### src/rtl/gprs_wb_pkg.sv
// Shared types and helpers for the GPR file write-back front end.
package gprs_wb_pkg;

    localparam int unsigned DATA_W_DEF = 16;
    localparam int unsigned ADDR_W_DEF = 3;
    localparam int unsigned NREG_DEF   = 1 << ADDR_W_DEF;

    typedef struct packed {
        logic [ADDR_W_DEF-1:0] ws;
        logic [DATA_W_DEF-1:0] wd;
    } wb_entry_t;

    function automatic logic [NREG_DEF-1:0] onehot_reg(input logic [ADDR_W_DEF-1:0] addr);
        logic [NREG_DEF-1:0] m;
        m       = '0;
        m[addr] = 1'b1;
        return m;
    endfunction

endpackage

### src/rtl/gprs_wb_fifo.sv
// In-order circular buffer with two ordered push ports (push0 older) and one pop.
// Entries and valid bits are presented in age order: index 0 is the head.
module gprs_wb_fifo
    import gprs_wb_pkg::*;
#(
    parameter  int unsigned DEPTH = 4,
    localparam int unsigned PTR_W = $clog2(DEPTH),
    localparam int unsigned CNT_W = $clog2(DEPTH + 1)
) (
    input  logic             clk,
    input  logic             reset,
    input  logic             push0,
    input  wb_entry_t        push0_entry,
    input  logic             push1,
    input  wb_entry_t        push1_entry,
    input  logic             pop,
    output logic [CNT_W-1:0] count,
    output logic [DEPTH-1:0] valid,
    output wb_entry_t        entries [DEPTH]
);

    wb_entry_t        mem [DEPTH];
    logic [PTR_W-1:0] wr_ptr;
    logic [PTR_W-1:0] rd_ptr;
    logic [PTR_W-1:0] wr_ptr1;

    // push1 lands behind push0 when both fire, otherwise at the write pointer
    assign wr_ptr1 = wr_ptr + PTR_W'(push0);

    always_ff @(posedge clk or posedge reset) begin
        if (reset) begin
            wr_ptr <= '0;
            rd_ptr <= '0;
            count  <= '0;
        end else begin
            wr_ptr <= wr_ptr + PTR_W'(push0) + PTR_W'(push1);
            rd_ptr <= rd_ptr + PTR_W'(pop);
            count  <= count + CNT_W'(push0) + CNT_W'(push1) - CNT_W'(pop);
        end
    end

    always_ff @(posedge clk) begin
        if (push0) mem[wr_ptr]  <= push0_entry;
        if (push1) mem[wr_ptr1] <= push1_entry;
    end

    always_comb begin
        for (int k = 0; k < DEPTH; k++) begin
            entries[k] = mem[rd_ptr + PTR_W'(k)];
            valid[k]   = CNT_W'(k) < count;
        end
    end

endmodule

### src/rtl/gprs_writeback.sv
// Write-side front end of the 8x16 GPR file: merges load and ALU results into an
// in-order queue and drains one write per cycle. Optional macro: GPRS_WB_FWD_EN.
module gprs_writeback
    import gprs_wb_pkg::*;
#(
    parameter int unsigned DATA_W = DATA_W_DEF,
    parameter int unsigned ADDR_W = ADDR_W_DEF,
    parameter int unsigned NREG   = NREG_DEF,
    parameter int unsigned DEPTH  = 4
) (
    input  logic              clk,
    input  logic              reset,
    input  logic              ld_valid,
    output logic              ld_ready,
    input  logic [ADDR_W-1:0] ld_ws,
    input  logic [DATA_W-1:0] ld_wd,
    input  logic              alu_valid,
    output logic              alu_ready,
    input  logic [ADDR_W-1:0] alu_ws,
    input  logic [DATA_W-1:0] alu_wd,
    output logic              we,
    output logic [ADDR_W-1:0] ws,
    output logic [DATA_W-1:0] wd,
    output logic [NREG-1:0]   pending,
    output logic              full,
    output logic              empty
`ifdef GPRS_WB_FWD_EN
   ,input  logic [ADDR_W-1:0] fwd_rs1,
    input  logic [ADDR_W-1:0] fwd_rs2,
    output logic              fwd_hit1,
    output logic              fwd_hit2,
    output logic [DATA_W-1:0] fwd_data1,
    output logic [DATA_W-1:0] fwd_data2
`endif
);

    localparam int unsigned CNT_W = $clog2(DEPTH + 1);

    logic [CNT_W-1:0] count;
    logic [CNT_W-1:0] free;
    logic [DEPTH-1:0] valid;
    wb_entry_t        entries [DEPTH];
    logic             ld_push;
    logic             alu_push;
    logic             pop;

    // Readiness from the registered count only; load owns the last free slot
    assign free      = CNT_W'(DEPTH) - count;
    assign ld_ready  = free >= CNT_W'(1);
    assign alu_ready = (free >= CNT_W'(2)) || ((free >= CNT_W'(1)) && !ld_valid);
    assign ld_push   = ld_valid && ld_ready;
    assign alu_push  = alu_valid && alu_ready;
    assign pop       = count != '0;

    gprs_wb_fifo #(.DEPTH(DEPTH)) u_fifo (
        .clk         (clk),
        .reset       (reset),
        .push0       (ld_push),
        .push0_entry (wb_entry_t'{ws: ld_ws, wd: ld_wd}),
        .push1       (alu_push),
        .push1_entry (wb_entry_t'{ws: alu_ws, wd: alu_wd}),
        .pop         (pop),
        .count       (count),
        .valid       (valid),
        .entries     (entries)
    );

    // Output register feeding the register file write port
    always_ff @(posedge clk or posedge reset) begin
        if (reset) begin
            we <= 1'b0;
            ws <= '0;
            wd <= '0;
        end else begin
            we <= pop;
            if (pop) begin
                ws <= entries[0].ws;
                wd <= entries[0].wd;
            end
        end
    end

    always_comb begin
        pending = '0;
        if (we) pending = onehot_reg(ws);
        for (int k = 0; k < DEPTH; k++) begin
            if (valid[k]) pending = pending | onehot_reg(entries[k].ws);
        end
    end

    assign full  = count == CNT_W'(DEPTH);
    assign empty = (count == '0) && !we;

`ifdef GPRS_WB_FWD_EN
    // Later matches override earlier ones, so the youngest writer supplies the data
    function automatic logic [DATA_W:0] fwd_lookup(
        input logic [ADDR_W-1:0] rs,
        input logic              out_we,
        input logic [ADDR_W-1:0] out_ws,
        input logic [DATA_W-1:0] out_wd,
        input logic [DEPTH-1:0]  vld,
        input wb_entry_t         ent [DEPTH]
    );
        logic [DATA_W:0] r;
        r = '0;
        if (out_we && out_ws == rs) r = {1'b1, out_wd};
        for (int k = 0; k < DEPTH; k++) begin
            if (vld[k] && ent[k].ws == rs) r = {1'b1, ent[k].wd};
        end
        return r;
    endfunction

    always_comb begin
        {fwd_hit1, fwd_data1} = fwd_lookup(fwd_rs1, we, ws, wd, valid, entries);
        {fwd_hit2, fwd_data2} = fwd_lookup(fwd_rs2, we, ws, wd, valid, entries);
    end
`endif

endmodule

### config.mk
export PLATFORM = sky130hd
export DESIGN_NAME = gprs_writeback
export DESIGN_NICKNAME = d
export VERILOG_FILES = /design/src/rtl/gprs_wb_pkg.sv /design/src/rtl/gprs_wb_fifo.sv /design/src/rtl/gprs_writeback.sv
export SDC_FILE = /design/constraint.sdc
export NUM_CORES = 1
export LEC_CHECK = 0
export CORE_AREA = 2 2 122 124
export CTS_CLUSTER_DIAMETER = 150
export CTS_CLUSTER_SIZE = 20
export DETAILED_ROUTE_END_ITERATION = 10
export DIE_AREA = 0 0 124 126
export PLACE_DENSITY = 0.62
export SLEW_MARGIN = 10
export SYNTH_ARGS = -nofsm -noshare
export SYNTH_HDL_FRONTEND = slang
export SYNTH_SLANG_ARGS = --single-unit
### constraint.sdc
create_clock -name clk -period 5.2 [get_ports clk]
set_input_delay 1.04 -clock clk [delete_from_list [all_inputs] [get_ports clk]]
set_output_delay 1.04 -clock clk [all_outputs]
set_load 0.01 [all_outputs]
==> results.md, run 1 <==
* DR WL/cell at 18.9 um
* R2R cell count at 10
* Max-cap violations at 0
* Drt via density at 5.32
* CTS Buf Count at 9
* Root Buffer: clkbuf_16
* Hold path cells at 2
* Share of layout cells above drive strength 1 at 30.0%
* R2r setup slk at 0.98 ns
* Die H at 126 um
* Initial Utilization at 38.9%
* Sequential cell fraction of total power at 34.1%
* Post-layout min period at 4.22 ns
* Commonest register cell after synthesis: edfxtp_1
* Vias in the first global route at 3,756
* Worst vdd ir at 0.351 mV
* Combinational share of power at 52.2%
* Req. time, crit path at 5.15 ns
* Hold path endpoint: wd[1]$_DFFE_PP0N_
* Worst Skew at 0.00608 ns
* Netlist Area Pre-Place at 5570 um2
* # DRC at 0
* GPL Wtd Cong at 0.898
* Routed WL at 12.3 mm
* Pint at 0.00307 W
* Ant. Diodes at 0
* CP Max Fanout at 20
* Commonest non-fill, non-tap cells in the layout: edfxtp_1, mux2_2, clkdlybuf4s50_1
* Cts hold-fix bufs at 0
* Flops & latches, synth at 103
* Initial DRC count at 164
* Syn_area_per_cell at 14.3 um2
* Grt total ovfl at 0
* Hold Path Origin: wd[1]$_DFFE_PP0N_
* Setup bufs post-CTS at 0
* Crit path kind: reg2reg
* Worst-Margin Slew at 1.14 ns
* Hold Fails Final Rpt at 0
* All-layer global routing usage at 16.7%
* Synth area leaders: edfxtp_1, mux2_2, dfrtp_1
* Core ar. at 14,300 um2
* Fin area at 6750 um2
* RSZ-0062 raised after global routing: false
* Clock power frac at 13.7%
* Register Area at 2960 um2
* CTS HTree Levels at 3
* Nets at 517
* Pre-antenna DRT Iters at 4
* Critical path launch point type: flip-flop
* Setup total negative slack at 0 ns
* Core Rows at 44
* Port Buffers at 73
* Post-route ant nets at 0
* Switching Power at 0.00180 W
* Chip width at 124 um
* Sequential fraction of the synthesis area at 53.1%
* Async S/R FF share, synth at 26.2%
* Final setup fails at 0
* Synth top area share at 40.9%
* Period utilization at 81.1%
* Clock Sinks at 103
* Clock transition at path regs at 0.07 ns
* Synth Instances at 389
* Final HPWL from detailed placement at 8.38 mm
* Syn_nets at 444
* Worst R2R End: u_fifo.mem[1][18]$_DFFE_PP_
* Layout fillers at 1,275
* Global-route wire length before repair at 19.8 mm
* Fmax at 237 MHz
* Area occupied by multi-input gates at 2440 um2
* Worst skew pair latency at 0.34 ns
* Status: completed
* CTS tree: built
* Post-synthesis cell type count at 39
* Worst EP arrival at 4.17 ns
* Slew Viols, Final at 0
* Vias at 3,466
* Placed cell area at 6460 um2
* Pleak at 2.46 nW
* Die ar. at 15,600 um2
* Reg-to-reg startpoint: u_fifo.count[0]$_DFF_PP0_
* Post-CTS Resized at 0
* Pwr per Cell Area at 720 nW/um2
* Sw frac at 37.0%
* Slew Limit Headroom at 24.2%
* Synth area leader: edfxtp_1
* Synth Warn # at 0
* Largest net degree at the start of global routing at 28
* Worst min-delay path class: reg2reg
* Bufs on Longest Clock Path at 2
* CP endpoint kind: flip-flop
* Commonest non-fill, non-tap cell in the layout: edfxtp_1
* Ports at 74
* EDFF count, synth at 76
* Synthesis-to-layout area growth at 21.1%
* Antenna violations before repair at 0
==> worst max path at each step <==
stage	slack, ns	depth (start not counted)	start	end
2_1_floorplan	1.65	11	u_fifo.count[0]$_DFF_PP0_	u_fifo.mem[1][0]$_DFFE_PP_
3_3_place_gp	1.14	10	u_fifo.count[0]$_DFF_PP0_	u_fifo.mem[1][6]$_DFFE_PP_
3_5_place_dp	0.97	10	u_fifo.count[0]$_DFF_PP0_	u_fifo.mem[1][4]$_DFFE_PP_
4_1_cts	0.94	10	u_fifo.count[0]$_DFF_PP0_	u_fifo.mem[1][18]$_DFFE_PP_
5_1_grt	0.66	10	u_fifo.count[0]$_DFF_PP0_	u_fifo.mem[1][18]$_DFFE_PP_
6_report	0.98	10	u_fifo.count[0]$_DFF_PP0_	u_fifo.mem[1][18]$_DFFE_PP_
==> power by group through the flow <==
| stage | sequential (W) | combinational [W] | clock [W] |
|---|---|---|---|
| global route | 0.00171 | 0.00278 | 0.000709 |
| floorplan | 0.00159 | 0.00175 | 0 |
| detailed placement | 0.00168 | 0.00257 | 0 |
| global placement | 0.00166 | 0.00252 | 0 |
| finish | 0.00166 | 0.00254 | 0.000665 |
| CTS | 0.00166 | 0.00257 | 0.000674 |
==> per-stage QoR <==
step                worst slack, ns  total power (W)  hold slack (ns)  std cells  utilization [%]
detailed placement            0.975          0.00425            0.462        635             45.2
finish                        0.983          0.00486            0.477        651             47.2
floorplan                      1.65          0.00334            0.501        389                -
CTS                           0.937          0.00491            0.480        651             47.2
global route                  0.656          0.00521            0.507        651             47.2
global placement               1.14          0.00418            0.455        635             45.2
==> routing by layer <==
metal	share of wire, %	track usage [%]
met3	3.9	2.40
met5	0	0
met2	50	27.9
met1	43	21.4
met4	3.0	7.87
==> layout make-up <==
class	count	area share, %
clock buffer	11	3.45
clock inverter	5	0.834
inverter	12	0.667
multi-input combinational	255	36.1
sequential	103	43.8
tap	184	3.41
timing repair buffer	81	11.7
==> sequential cells by signal, summed over array words and instances, names as in the netlist <==
signal	count
u_fifo.count	3
u_fifo.wr_ptr	2
u_fifo.rd_ptr	2
u_fifo.mem	76
we	1
wd	16
ws	3
==> critical path, cell delays in order (launching register included) <==
cell and delay [ns]:
dfrtp_1 0.46, inv_1 0.13, ha_1 0.25, ha_1 0.29
or4b_2 0.60, nand2_1 0.20, inv_1 0.14, ha_1 0.24
xnor2_1 0.38, nand3_2 0.59, o31ai_4 0.54
==> cell families after synthesis <==
family                     synth area share (%)
AOI/OAI and AO/OA                          3.01
adders and majority gates                  3.19
xor gates and xnor gates                  0.786
DFF                                        53.1
muxes                                      26.7
buffers and inverters                      3.64
and+or+nand+nor                            9.65
==> synth_stat cells, drive strengths merged, types with 6 or more instances <==
| cell type | count |
|---|---|
| a22oi | 9 |
| buf | 15 |
| dfrtp | 27 |
| edfxtp | 76 |
| ha | 11 |
| inv | 12 |
| mux2 | 76 |
| mux4 | 28 |
| nand2 | 64 |
| nand3 | 10 |
| nand4 | 6 |
| nor2 | 8 |
| nor2b | 11 |
Power figures use the tool's default switching activity.
==> run 2, diff against run 1 <==
--- a/config.mk
+++ b/config.mk
@@ -10,7 +10,7 @@
 export CTS_CLUSTER_SIZE = 20
 export DETAILED_ROUTE_END_ITERATION = 10
 export DIE_AREA = 0 0 124 126
-export PLACE_DENSITY = 0.62
+export PLACE_DENSITY = 0.64
 export SLEW_MARGIN = 10
 export SYNTH_ARGS = -nofsm -noshare
 export SYNTH_HDL_FRONTEND = slang
==> constraint.sdc (replaced) <==
create_clock -name clk -period 3.51 [get_ports clk]
set_input_delay 0.702 -clock clk [delete_from_list [all_inputs] [get_ports clk]]
set_output_delay 0.702 -clock clk [all_outputs]
set_load 0.01 [all_outputs]
==> run 2 against run 1 <==
Count of clock-buffer cells in the layout stayed put; global-route usage up 0.22 points; clock skew grew 0.0026 ns.
==> results.md, run 2 (same netlist as run 1, synthesis figures left out) <==
* Status: completed (unchanged)
* Clock transition at path regs at 0.07 ns (about the same)
* Top Usage Layer GRT: met2 (unchanged)
* Hold Fails Final Rpt at 0 (unchanged)
* Register Area at 2960 um2 (about the same)
* Worst EP arrival at 3.44 ns (was 4.17 ns)
* Commonest non-fill, non-tap cells in the layout: edfxtp_1, mux2_2, clkdlybuf4s50_1 (unchanged)
* Final setup fails at 0 (unchanged)
* Die ar. at 15,600 um2 (unchanged)
* Setup total negative slack at 0 ns (unchanged)
* Final HPWL from detailed placement at 8.95 mm (was 8.38 mm)
* Period utilization at 95.4% (was 81.1%)
* Global-route wire length before repair at 19.9 mm (was 19.8 mm)
* Setup slack after layout at 0.160 ns (was 0.983 ns)
* Area occupied by multi-input gates at 2460 um2 (was 2440 um2)
* R2R cell count at 11 (was 10)
* Root Buffer: clkbuf_16 (unchanged)
* Antenna violations before repair at 0 (unchanged)
* Worst skew pair latency at 0.34 ns (about the same)
* Vias in the first global route at 3,725 (was 3,756)
* Critical path launch point type: flip-flop (unchanged)
* Port Buffers at 73 (unchanged)
* Drt via density at 5.33 (was 5.32)
* # DRC at 0 (unchanged)
* Layout fillers at 1,224 (was 1,275)
* Worst-Margin Slew at 1.14 ns (about the same)
* Util after Layout at 48.1% (was 47.2%)
* Max-cap violations at 0 (unchanged)
* Initial Utilization at 38.9% (unchanged)
* Non-filler instance count after layout at 664 (was 651)
* GPL Wtd Cong at 0.847 (was 0.898)
* Placed Cells at 648 (was 635)
* Slew Limit Headroom at 23.8% (was 24.2%)
* Die H at 126 um (unchanged)
* Core ar. at 14,300 um2 (unchanged)
* Hold path cells at 2 (unchanged)
* CP Max Fanout at 8 (was 20)
* Met2 Usage GRT at 29.5% (was 27.9%)
* Worst Skew at 0.00868 ns (was 0.00608 ns)
* Clock Sinks at 103 (unchanged)
* Fmax at 299 MHz (was 237 MHz)
* Met3 Use GR at 2.17% (was 2.40%)
* Slew Viols, Final at 0 (unchanged)
* Pwr per Cell Area at 1070 nW/um2 (was 720 nW/um2)
* Share of layout cells above drive strength 1 at 32.7% (was 30.0%)
* CTS HTree Levels at 3 (unchanged)
* Worst min-delay path class: reg2reg (unchanged)
* Req. time, crit path at 3.60 ns (was 5.15 ns)
* Met1 GRT Util at 21.1% (was 21.4%)
* Chip width at 124 um (unchanged)
* Commonest non-fill, non-tap cell in the layout: edfxtp_1 (unchanged)
* Pre-CTS setup slack at 0.0936 ns (was 0.975 ns)
* Pre-antenna DRT Iters at 5 (was 4)
* Nets at 530 (was 517)
* Crit path kind: reg2reg (unchanged)
* Core Rows at 44 (unchanged)
* CTS tree: built (unchanged)
* CP endpoint kind: flip-flop (unchanged)
* CTS Buf Count at 9 (unchanged)
* Post-route ant nets at 0 (unchanged)
* DR WL/cell at 19.2 um (was 18.9 um)
* Largest Register: u_fifo.mem (unchanged)
* Post-layout min period at 3.35 ns (was 4.22 ns)
* All-layer global routing usage at 17.0% (was 16.7%)
* Pleak at 2.53 nW (was 2.46 nW)
* Grt total ovfl at 0 (unchanged)
* Ports at 74 (unchanged)
* Max reg flops at 76 (unchanged)
* Synthesis-to-layout area growth at 23.4% (was 21.1%)
* Routed WL at 12.7 mm (was 12.3 mm)
* Worst vdd ir at 0.404 mV (was 0.351 mV)
* Ant. Diodes at 0 (unchanged)
* Vias at 3,541 (was 3,466)
* Largest net degree at the start of global routing at 23 (was 28)
* Largest registers: u_fifo.mem (76), wd (16) (unchanged)
* Bufs on Longest Clock Path at 2 (unchanged)
* Initial DRC count at 224 (was 164)
run 2: final cells by class:
cell class                 count  area share [%]
clock buffer                  11            3.53
clock inverter                 5           0.491
inverter                      12           0.655
multi-input combinational    255            35.8
sequential                   103            43.0
tap                          184            3.35
timing repair buffer          94            13.1
run 2: timing repair:
item,4_1_cts,5_1_grt
setup endpoints to repair,0,118
hold buffers,0,0
resized for setup,0,7
setup buffers,0,0
run 2: power by group:
group | switching [W] | total [W] | internal, W | leakage [nW]
clock network | 0.000432 | 0.000932 | 0.000500 | 0.133
registers | 0.000315 | 0.00241 | 0.00210 | 1.02
logic | 0.00200 | 0.00402 | 0.00202 | 1.37
total | 0.00275 | 0.00736 | 0.00461 | 2.53
run 2: path summary, 6_finish.rpt:
kind | start | end | slack, ns
max | u_fifo.count[1]$_DFF_PP0_ | u_fifo.mem[2][9]$_DFFE_PP_ | 0.16
min | wd[14]$_DFFE_PP0N_ | wd[14]$_DFFE_PP0N_ | 0.47
max reg2reg | u_fifo.count[1]$_DFF_PP0_ | u_fifo.mem[2][9]$_DFFE_PP_ | 0.16
min reg2reg | wd[14]$_DFFE_PP0N_ | wd[14]$_DFFE_PP0N_ | 0.47
max in group asynchronous | reset | wd[9]$_DFFE_PP0N_ | 2.21
min in group asynchronous | reset | u_fifo.rd_ptr[0]$_DFF_PP0_ | 0.72
run 2: layer usage:
layer	wire, um	share of wire (%)	up-vias
met5	0	0	-
met4	297	2.3	0
met3	476	3.7	24
met2	6650	52	120
met1	5290	42	1757
li1	-	-	1640
run 2: stage by stage:
stage               total power [W]  cell area, um2  hold WS (ns)
finish                      0.00736            6880         0.473
global route                0.00782            6880         0.496
CTS                         0.00736            6850         0.479
detailed placement          0.00642            6570         0.462
global placement            0.00631            6570         0.460
floorplan                   0.00496            5580         0.501
run 2: worst max-delay path: stages, from the launching register on:
cell and delay (ns):
dfrtp_1 0.40, inv_1 0.11, ha_1 0.21, ha_1 0.29, or4b_2 0.60, nand2_1 0.12, inv_1 0.11, ha_2 0.23
xnor2_2 0.19, nor3_2 0.23, buf_4 0.25, mux2_2 0.35
==> run 3, diff against run 2 <==
--- a/config.mk
+++ b/config.mk
@@ -5,6 +5,7 @@
 export SDC_FILE = /design/constraint.sdc
 export NUM_CORES = 1
 export LEC_CHECK = 0
+export CAP_MARGIN = 20
 export CORE_AREA = 2 2 122 124
 export CTS_CLUSTER_DIAMETER = 150
 export CTS_CLUSTER_SIZE = 20
==> run 3 against run 2 <==
Cell count increased by 0.15%; critical path depth unchanged; design area increased by 0.31%; count of clock-buffer cells in the layout unchanged; sequential share of layout area decreased by 0.13 points; register-to-register slack about the same; wire length increased by 0.61%; die area unchanged; core utilization increased by 0.15 points; clock skew decreased by 0.0016 ns; global-route usage unchanged; highest routed layer unchanged; total power increased by 0.60%; critical endpoint is now u_fifo.mem[1][14]$_DFFE_PP_.
==> results.md, run 3 (same netlist as run 1, synthesis figures left out) <==
* Bufs on Longest Clock Path at 2 (unchanged)
* Root Buffer: clkbuf_16 (unchanged)
* Share of layout cells above drive strength 1 at 32.8% (was 32.7%)
* CP endpoint kind: flip-flop (unchanged)
* Placed Cells at 648 (unchanged)
* Worst vdd ir at 0.417 mV (was 0.404 mV)
* Final HPWL from detailed placement at 8.95 mm (unchanged)
* Max reg flops at 76 (unchanged)
* Clock transition at path regs at 0.07 ns (about the same)
* Hold Fails Final Rpt at 0 (unchanged)
* Worst path depth at 11 (unchanged)
* CTS tree: built (unchanged)
* Slew Viols, Final at 0 (unchanged)
* Ant. Diodes at 0 (unchanged)
* Status: completed (unchanged)
* Non-filler instance count after layout at 665 (was 664)
* Peak per-stage delay on the critical path at 0.60 ns (about the same)
* Slew Limit Headroom at 61.1% (was 23.8%)
* DR WL/cell at 19.2 um (about the same)
* Ports at 74 (unchanged)
* Post-route ant nets at 0 (unchanged)
* Largest net degree at the start of global routing at 23 (unchanged)
* Pre-CTS setup slack at 0.0936 ns (unchanged)
* RSZ-0062 raised after global routing: false
* Core ar. at 14,300 um2 (unchanged)
* Critical Path, Cell by Cell: inv_1 -> ha_1 -> ha_1 -> or4b_2 -> nand2_1 -> inv_1 -> ha_2 -> xnor2_2 -> nand3_2 -> buf_4 -> mux2_2 (was inv_1 -> ha_1 -> ha_1 -> or4b_2 -> nand2_1 -> inv_1 -> ha_2 -> xnor2_2 -> nor3_2 -> buf_4 -> mux2_2)
* Routed WL at 12.8 mm (was 12.7 mm)
* Port Buffers at 73 (unchanged)
* Antenna violations before repair at 0 (unchanged)
* Largest Register: u_fifo.mem (unchanged)
* Critical path launch point type: flip-flop (unchanged)
* Die H at 126 um (unchanged)
* Core Rows at 44 (unchanged)
* Commonest non-fill, non-tap cell in the layout: edfxtp_1 (unchanged)
* All-layer global routing usage at 17.0% (unchanged)
* Largest registers: u_fifo.mem (76), wd (16) (unchanged)
* Worst EP arrival at 3.44 ns (about the same)
* Hold path cells at 2 (unchanged)
* Synthesis-to-layout area growth at 23.8% (was 23.4%)
* Pre-antenna DRT Iters at 7 (was 5)
* Util after Layout at 48.2% (was 48.1%)
* Final hold slack at 0.473 ns (about the same)
* Crit path kind: reg2reg (unchanged)
* CTS HTree Levels at 3 (unchanged)
* Chip width at 124 um (unchanged)
* Die ar. at 15,600 um2 (unchanged)
* Setup slack after layout at 0.167 ns (was 0.160 ns)
* Global-route wire length before repair at 19.9 mm (unchanged)
* Req. time, crit path at 3.60 ns (about the same)
* Worst skew pair latency at 0.34 ns (about the same)
* Slowest stage cell, crit path: or4b_2 (unchanged)
* Pwr per Cell Area at 1070 nW/um2 (about the same)
* Vias in the first global route at 3,725 (unchanged)
* Clock Sinks at 103 (unchanged)
* # DRC at 0 (unchanged)
* R2R cell count at 11 (unchanged)
* Period utilization at 95.2% (was 95.4%)
* Vias at 3,536 (was 3,541)
* Fmax at 299 MHz (about the same)
* Setup total negative slack at 0 ns (unchanged)
* Worst-Margin Slew at 0.583 ns (was 1.14 ns)
* CTS Buf Count at 9 (unchanged)
* Worst min-delay path class: reg2reg (unchanged)
* Commonest non-fill, non-tap cells in the layout: edfxtp_1, mux2_2, clkdlybuf4s50_1 (unchanged)
* Nets at 531 (was 530)
* Max-cap violations at 0 (unchanged)
* Worst Path Buf+Inv at 3 (unchanged)
* Final setup fails at 0 (unchanged)
* Initial DRC count at 185 (was 224)
* Pleak at 2.54 nW (was 2.53 nW)
* CP Max Fanout at 10 (was 8)
* Cts hold-fix bufs at 0 (unchanged)
* Delay-heaviest family, CP: simple AND/OR/NAND/NOR gates (unchanged)
* Grt total ovfl at 0 (unchanged)
* GPL Wtd Cong at 0.847 (unchanged)
* Drt via density at 5.32 (was 5.33)
* Post-layout min period at 3.34 ns (was 3.35 ns)
* Initial Utilization at 38.9% (unchanged)
* Worst Skew at 0.00705 ns (was 0.00868 ns)
-- run 3: cell count changes in the layout (fill, tap and decap cells not counted) --
cell    previous run  this run
nor3_2             2         1
nor3_4             1         2
buf_8              0         1
-- run 3: metrics by stage --
step           instance area, um2  total power (W)
2_1_floorplan                5580          0.00496
3_3_place_gp                 6570          0.00631
3_5_place_dp                 6570          0.00642
4_1_cts                      6850          0.00736
5_1_grt                      6900          0.00785
6_report                     6900          0.00741
-- run 3: area by class of cell --
type | count | area (um2)
Sequential cell | 103 | 2960
Fill cell | 1224 | 7410
Multi-Input combinational cell | 255 | 2470
Inverter | 12 | 45.0
Tap cell | 184 | 230
Timing Repair Buffer | 95 | 920
Clock buffer | 11 | 243
Clock inverter | 5 | 33.8
-- run 3: per-layer routing --
| layer | vias up | wire length (um) | track usage, % |
|---|---|---|---|
| li1 | 1643 | - | - |
| met1 | 1751 | 5350 | 21.1 |
| met5 | - | 0 | 0 |
| met4 | 0 | 363 | 7.14 |
| met3 | 31 | 448 | 2.17 |
| met2 | 111 | 6640 | 29.5 |
-- run 3: worst paths after layout --
kind | endpoint | from | slack, ns
worst max-delay path | u_fifo.mem[1][14]$_DFFE_PP_ | u_fifo.count[1]$_DFF_PP0_ | 0.17
worst min-delay path | wd[14]$_DFFE_PP0N_ | wd[14]$_DFFE_PP0N_ | 0.47
worst max register to register | u_fifo.mem[1][14]$_DFFE_PP_ | u_fifo.count[1]$_DFF_PP0_ | 0.17
worst min register to register | wd[14]$_DFFE_PP0N_ | wd[14]$_DFFE_PP0N_ | 0.47
max in group asynchronous | wd[9]$_DFFE_PP0N_ | reset | 2.21
min in group asynchronous | wd[1]$_DFFE_PP0N_ | reset | 0.72
-- run 3: tightest hold or removal path, cell delays in order, from the launching register on --
cell and delay [ns]:
dfrtp_1 0.34, nand2_1 0.05, nand2_1 0.05
-- run 3: timing repair --
| item | CTS | global route |
|---|---|---|
| resized for setup | 0 | 8 |
| setup endpoints to repair | 0 | 112 |
| setup buffers | 0 | 0 |
-- run 3: power by group --
part | internal, W | total, W | switching (W)
Combinational | 0.00204 | 0.00407 | 0.00203
Sequential | 0.00209 | 0.00241 | 0.000316
Clock | 0.000500 | 0.000931 | 0.000432
